## src/rtl/riscv_pkg.sv

```systemverilog
// Shared fetch-side definitions: NOP encoding, PC step and the fetch FSM state type.
package riscv_pkg;

  localparam logic [31:0] NOP_INSTR = 32'h0000_0013;
  localparam logic [31:0] PC_STEP   = 32'd4;

  // Exported so the hazard unit can observe fetch progress for debug.
  typedef enum logic [1:0] {
    S_ISSUE = 2'd0,
    S_WAIT  = 2'd1,
    S_HOLD  = 2'd2
  } fetch_state_t;

endpackage

```

## src/rtl/if_fetch_unit_if.sv

```systemverilog
// Instruction-memory request/response channel between the fetch unit and imem.
interface if_fetch_unit_if;

  logic        imem_req;
  logic [31:0] imem_addr;
  logic        imem_rvalid;
  logic [31:0] imem_rdata;

  modport master (
    output imem_req,
    output imem_addr,
    input  imem_rvalid,
    input  imem_rdata
  );

  modport slave (
    input  imem_req,
    input  imem_addr,
    output imem_rvalid,
    output imem_rdata
  );

endinterface

```

## src/rtl/if_fetch_unit.sv

```systemverilog
// Fetch stage: owns the PC, keeps one imem request in flight, buffers the returned word and
// drives the IF/ID write-enable (flag) and squash (pc_replace) controls.
module if_fetch_unit #(
  parameter logic [31:0] RESET_PC  = 32'h0000_0000,
  parameter logic [31:0] NOP_INSTR = riscv_pkg::NOP_INSTR
) (
  input  logic                   clk_i,
  input  logic                   reset_i,
  input  logic                   stall_i,
  input  logic                   redirect_valid_i,
  input  logic [31:0]            redirect_addr_i,
  if_fetch_unit_if.master        imem_if,
  output logic [31:0]            instruction_read_o,
  output logic [31:0]            instruction_addr_o,
  output logic                   flag_o,
  output logic                   pc_replace_o
);

  import riscv_pkg::*;

  fetch_state_t state_q, state_d;
  logic [31:0]  pc_q, pc_d;
  logic [31:0]  buf_instr_q, buf_instr_d;
  logic [31:0]  buf_addr_q, buf_addr_d;
  logic         kill_q, kill_d;
  logic         req;

  always_comb begin
    state_d     = state_q;
    pc_d        = pc_q;
    buf_instr_d = buf_instr_q;
    buf_addr_d  = buf_addr_q;
    kill_d      = kill_q;
    req         = 1'b0;

    unique case (state_q)
      S_ISSUE: begin
        if (redirect_valid_i) begin
          pc_d = redirect_addr_i;
        end else begin
          req     = 1'b1;
          state_d = S_WAIT;
        end
      end

      S_WAIT: begin
        if (redirect_valid_i) begin
          pc_d   = redirect_addr_i;
          kill_d = 1'b1;
        end
        if (imem_if.imem_rvalid) begin
          // A response for a request made before a redirect is stale: drop it and refetch.
          if (kill_q || redirect_valid_i) begin
            kill_d  = 1'b0;
            state_d = S_ISSUE;
          end else begin
            buf_instr_d = imem_if.imem_rdata;
            buf_addr_d  = pc_q;
            pc_d        = pc_q + PC_STEP;
            state_d     = S_HOLD;
          end
        end
      end

      S_HOLD: begin
        if (redirect_valid_i) begin
          pc_d    = redirect_addr_i;
          state_d = S_ISSUE;
        end else if (!stall_i) begin
          // Buffer is consumed this edge, so the next request can go out in the same cycle.
          req     = 1'b1;
          state_d = S_WAIT;
        end
      end

      default: begin
        state_d = S_ISSUE;
      end
    endcase
  end

  always_ff @(posedge clk_i) begin
    if (reset_i) begin
      state_q     <= S_ISSUE;
      pc_q        <= RESET_PC;
      buf_instr_q <= NOP_INSTR;
      buf_addr_q  <= RESET_PC;
      kill_q      <= 1'b0;
    end else begin
      state_q     <= state_d;
      pc_q        <= pc_d;
      buf_instr_q <= buf_instr_d;
      buf_addr_q  <= buf_addr_d;
      kill_q      <= kill_d;
    end
  end

  always_comb begin
    imem_if.imem_req  = req && !reset_i;
    imem_if.imem_addr = pc_q;

    if (reset_i) begin
      instruction_read_o = NOP_INSTR;
      instruction_addr_o = RESET_PC;
      flag_o             = 1'b0;
      pc_replace_o       = 1'b1;
    end else begin
      if (state_q == S_HOLD) begin
        instruction_read_o = buf_instr_q;
        instruction_addr_o = buf_addr_q;
      end else begin
        instruction_read_o = NOP_INSTR;
        instruction_addr_o = pc_q;
      end
      flag_o       = !stall_i || redirect_valid_i;
      pc_replace_o = (state_q != S_HOLD) || redirect_valid_i;
    end
  end

endmodule

```

## src/flat_wrapper.sv

```systemverilog
// flat-port wrapper written by rule: the top's interface ports become plain ports
module if_fetch_unit_flat import riscv_pkg::*;
#(
  parameter logic [31:0] RESET_PC  = 32'h0000_0000,
  parameter logic [31:0] NOP_INSTR = riscv_pkg::NOP_INSTR
)
  (clk_i, reset_i, stall_i, redirect_valid_i, redirect_addr_i, instruction_read_o, instruction_addr_o, flag_o, pc_replace_o, imem_if_imem_req, imem_if_imem_addr, imem_if_imem_rvalid, imem_if_imem_rdata);
  if_fetch_unit_if imem_if_i ();
  input  logic clk_i;
  input  logic reset_i;
  input  logic stall_i;
  input  logic redirect_valid_i;
  input  logic [31:0] redirect_addr_i;
  output logic [31:0] instruction_read_o;
  output logic [31:0] instruction_addr_o;
  output logic flag_o;
  output logic pc_replace_o;
  output wire logic [$bits(imem_if_i.imem_req)-1:0] imem_if_imem_req;
  output wire logic [$bits(imem_if_i.imem_addr)-1:0] imem_if_imem_addr;
  input wire logic [$bits(imem_if_i.imem_rvalid)-1:0] imem_if_imem_rvalid;
  input wire logic [$bits(imem_if_i.imem_rdata)-1:0] imem_if_imem_rdata;
  assign imem_if_imem_req = imem_if_i.imem_req;
  assign imem_if_imem_addr = imem_if_i.imem_addr;
  assign imem_if_i.imem_rvalid = imem_if_imem_rvalid;
  assign imem_if_i.imem_rdata = imem_if_imem_rdata;
  if_fetch_unit #(.RESET_PC(RESET_PC), .NOP_INSTR(NOP_INSTR)) u_core (.clk_i(clk_i), .reset_i(reset_i), .stall_i(stall_i), .redirect_valid_i(redirect_valid_i), .redirect_addr_i(redirect_addr_i), .imem_if(imem_if_i), .instruction_read_o(instruction_read_o), .instruction_addr_o(instruction_addr_o), .flag_o(flag_o), .pc_replace_o(pc_replace_o));
endmodule
```

## config.mk

```make
export PLATFORM = sky130hd
export DESIGN_NAME = if_fetch_unit_flat
export DESIGN_NICKNAME = d
export VERILOG_FILES = /design/src/rtl/riscv_pkg.sv /design/src/rtl/if_fetch_unit_if.sv /design/src/rtl/if_fetch_unit.sv /design/src/flat_wrapper.sv
export SDC_FILE = /design/constraint.sdc
export NUM_CORES = 1
export LEC_CHECK = 0
export CORE_MARGIN = 4
export CORE_UTILIZATION = 25
export DETAILED_ROUTE_END_ITERATION = 12
export PLACE_DENSITY = 0.45
export RECOVER_POWER = 25
export SYNTH_ARGS = -nofsm -noshare
export SYNTH_HDL_FRONTEND = slang
export SYNTH_SLANG_ARGS = --single-unit
export TNS_END_PERCENT = 1
```

## constraint.sdc

```tcl
create_clock -name clk_i -period 2.2 [get_ports clk_i]
set_input_delay 0.44 -clock clk_i [delete_from_list [all_inputs] [get_ports clk_i]]
set_output_delay 0.44 -clock clk_i [all_outputs]
set_load 0.02 [all_outputs]
```

# Word-level counts from Yosys, hierarchy flattened
# Cells that the tools add are included.
# word_totals
n_memories	0
mem_bits_ro	0
ramBits	0
regBits	99
latch_bits	0
output_inout_bits	99
input_bits	69
# classes
muxes	23
n_eq_ne	6
reduce_logical	11
shift	0
add_sub_neg	1
n_lt_le_gt_ge	0
bitwise	1
n_mul	0
div_mod_pow	0
# ops
cell	count
32-bit two-way mux	7
32-bit one-hot mux with 2 select lines	1
32-bit by 3-bit adder with 32-bit output (second input constant)	1
2-bit two-way mux	5
1-bit two-way mux	8
2-bit != test (second input constant)	3
2-bit one-hot mux with 3 select lines	1
3-bit AND reduction	2
1-bit logical OR	3
3-bit != test (second input constant)	1
2-bit by 1-bit == test with 1-bit output (second input constant)	1
2-bit == test (second input constant)	1
1-bit zero test	2
2-bit zero test	1
1-bit one-hot mux with 2 select lines	1
2-bit nonzero test	1
2-bit OR reduction	1
1-bit logical AND	1
1-bit NOT	1

# Depth between registers and ports, before layout
# depth
ltp_word	4
ltp_mapped	8

# Worst setup path after synthesis
# Ideal clock, no wire load.
# synth_timing
kind	reg-to-output
start	reg u_core.state_q[1]
end	out instruction_addr_o[10]
slack_ns	0.271
n_path_buf	2
path_stages_with_launch	7
t_arrival_ns	1.489
cell_sequence	dfxtp_1 > buf_2 > inv_2 > nor2_1 > clkbuf_1 > nand2_1 > a21oi_1
# synth_via
elab_chain_len	3
# synth_lines
element	line_no	rtl
start: declaration	if_fetch_unit.sv:21	fetch_state_t state_q, state_d;
start signal: assignment	if_fetch_unit.sv:90	state_q <= state_d;
2-bit == test	if_fetch_unit.sv:108	if (state_q == S_HOLD) begin
32-bit two-way mux	if_fetch_unit.sv:108	
32-bit two-way mux	if_fetch_unit.sv:102	if (reset_i) begin
end: declaration	flat_wrapper.sv:15	output logic [31:0] instruction_addr_o;
# No other way between the ends.

# Final worst setup path
# layout_timing
start	reg u_core.state_q[1]
end	out instruction_addr_o[9]
# Same word-level chain as after synthesis.

==> results.md <==
* Gate Count Post-Synth at between 600 and 700
* Overflow after GRT at 0
* Vias in the first global route at 5705
* Via/cell ratio at 4.90
* Max_cap viols at 0
* Remaining antenna violation count at 0
* Synthesized area at approximately 0.005 sq mm
* Clock Pin Slew Worst Setup and Hold Paths at 0.07 ns
* Status: complete, no violations
* Total Die Area at 0.0223 sq mm
* Fin nets at 960
* RSZ-0062 raised after global routing: yes
* Pwr/cell area at 566 mW/mm^2
* Initial antenna violation count at 1
* Dpl hpwl at 14400 um
* Yosys warns at 0
* Maximum vdd drop at between 0.0003 and 0.0004 V
* Post-route minimum period at approximately 2.2 ns
* Non-filler instance count after layout at 1160
* Rows at 51
* Core ar. at 0.0196 sq mm
* Area delta synth->final at 50.3%
* Total track usage at 0.178
* Drt pass-1 iters at 5
* Sequential-to-total area share from yosys stat at 0.396
* Final setup violating endpoints at 0
* Post-synth EDFFs at 0
* Vias at about 5700
* Critical Path RT at 1.76 ns
* Hold Buf Count CTS at 0
* R2R depth at 4
* Final hold violations at 0
* Post-synth cell types at 57
* Crit path DAT at 1.72 ns
* Global-route wire length before repair at 31600 um
* Num ports at 168
* Routed len/inst at 17.1 um
* Share of cells above drive strength 1 at 0.158
* # H-tree levels at 3
* Worst setup margin at 0.0420 ns
* Worst slack at placement at -0.119 ns
* Fin crit share at 0.981
* Async S/R FF share, synth at 0
* Initial drt markers at between 300 and 400
* CP Class: flip-flop to primary output
* Worst Path Max Fanout at 12
* Largest net degree at the start of global routing at 41
* IO Port Bufs at 167
* Initial Util at 0.255
* Fmax at between 0.4 and 0.5 GHz
* Syn nets at 763
* Final instance area at roughly 0.0075 sq mm
* Clock skew at 0.00464 ns
* Total CTS buffers at 9
* Tightest Pin Transition at 0.469 ns
* Routability Congestion at 0.852
* Mapped Avg Cell Area at around 7.2 sq um
* Final Routed Wirelength at 19900 um
* Total Power at 4.26 mW
* Post-place instance area at approximately 0.0074 sq mm
* Seq cells post-synth at 99
* Main synth FF type: dfxtp_1
* Crit. End Element: primary output
* TritonCTS clock tree: done
* Die H at 149 um
* Worst Hold Depth at 2
* Leakage at 2.97 nW
* Die width at between 100 and 150 um
* Root Driver: clkbuf_16
* DRC at 0
* Ant. Diodes at 0
* Max-slew violations at 0
* Clk_lat worst skew at between 0.3 and 0.4 ns
* Relative slew slack at 0.684
* Placed insts at approximately 1100
* Worst Hold Class: flip-flop to flip-flop
* Worst setup SP type: flip-flop
* Sink Count at 99
* CTS max path bufs at 2
[where the power goes]
| group | internal [mW] | total [mW] | switching, mW |
|---|---|---|---|
| combinational | 0.382 | 0.812 | 0.431 |
| sequential | 1.86 | 1.93 | 0.0689 |
| clock | 0.832 | 1.52 | 0.685 |
[final cells by class]
class / count / area, sq um
repair buffers: 245 / 2160
clock inverters: 1 / 7.51
fillers: 2100 / 12100
flip-flops and latches: 99 / 1980
well taps: 265 / 332
inverters: 8 / 30.0
clock buffers: 15 / 268
multi-input cells: 527 / 2750
[repair_timing]
action,in CTS,in global routing
setup buffers,0,2
pin swaps,0,1
gates resized for setup,128,50
setup endpoints to repair,66,62
cloned,1,0
[flip-flops by register name (all words and copies together), names as in the netlist]
register	cells
u_core.buf_instr_q	32
u_core.imem_if.imem_addr	32
u_core.state_q	2
u_core.kill_q	1
u_core.buf_addr_q	32
[cells by family after synthesis]
group	Yosys count	synth area share
AOI/OAI and AO/OA	192	0.228
xor gates and xnor gates	1	0.00175
adders and majority gates	1	0.00250
buffers and inverters	67	0.0572
DFF	99	0.396
muxes	5	0.0103
and+or+nand+nor	328	0.305
[path summary, 6_finish.rpt]
kind,start,end,slack [ns]
setup / recovery,u_core.state_q[1],instruction_addr_o[9],0.04
hold / removal,u_core.buf_instr_q[19],u_core.buf_instr_q[19],0.45
setup reg to reg,u_core.imem_if.imem_addr[2],u_core.imem_if.imem_addr[24],0.31
hold reg to reg,u_core.buf_instr_q[19],u_core.buf_instr_q[19],0.45
[routing by layer]
layer	up-vias	global-route usage	wire (um)
met5	-	0	13
met4	2	0.0513	289
met3	31	0.0584	1550
met2	192	0.291	9160
met1	2648	0.225	8860
li1	2810	-	-
[worst max-delay path, cell delays in order (launching register included)]
cell             delay, ns
dfxtp_2               0.37
inv_2                 0.06
nor2_4                0.10
buf_4                 0.13
buf_4                 0.18
nand2_1               0.07
a21oi_1               0.13
clkdlybuf4s15_1       0.32
[Yosys cell counts, drive strengths merged (2+ instances only)]
master   instances  area share
o221ai           8       0.014
a2111oi          2      0.0047
a21o             4      0.0060
a21oi          119        0.12
a31oi            2      0.0025
a211oi          10       0.015
and2             3      0.0040
o21ai           21       0.021
nor3b            2      0.0030
nand4            7       0.013
inv              8      0.0060
nor2            27       0.021
and3            36       0.046
buf             17       0.019
a311oi          12       0.021
a22oi            2      0.0030
clkbuf          42       0.032
or3              4      0.0050
nor3            10       0.012
dfxtp           99        0.40
nand3           15       0.015
mux2i            4      0.0080
and4             9       0.016
nor4             2      0.0025
a32oi            2      0.0035
nand2          209        0.16
a311o            2      0.0040
[metrics by stage]
stage	util	setup TNS (ns)	hold slack (ns)
4_1_cts	0.391	-0.961	0.453
3_3_place_gp	0.378	-0.397	0.439
6_report	0.384	0	0.452
2_1_floorplan	-	0	0.432
3_5_place_dp	0.378	-2.25	0.446
5_1_grt	0.384	-1.40	0.470
[cell usage in the layout, fill, tap and decap left out, types with 5 or more instances in the layout]
cell / netlist / final
buf_12: 0 / 6
dfxtp_1: 99 / 98
clkdlybuf4s15_2: 0 / 8
a21oi_1: 119 / 119
nor3_1: 9 / 9
clkbuf_16: 0 / 9
nor2_1: 25 / 24
clkdlybuf4s15_1: 0 / 18
nand2_1: 209 / 208
a311oi_1: 12 / 12
o21ai_0: 19 / 20
nand4_1: 5 / 5
and3_1: 34 / 34
inv_1: 6 / 6
clkdlybuf4s50_1: 0 / 95
nand3_1: 15 / 15
buf_2: 12 / 12
clkbuf_2: 1 / 24
and4_1: 8 / 8
a211oi_1: 10 / 10
buf_4: 3 / 59
dlygate4sd2_1: 0 / 9
clkbuf_1: 41 / 11
o221ai_1: 8 / 8
No activity file was read; power rests on OpenSTA's default activity.
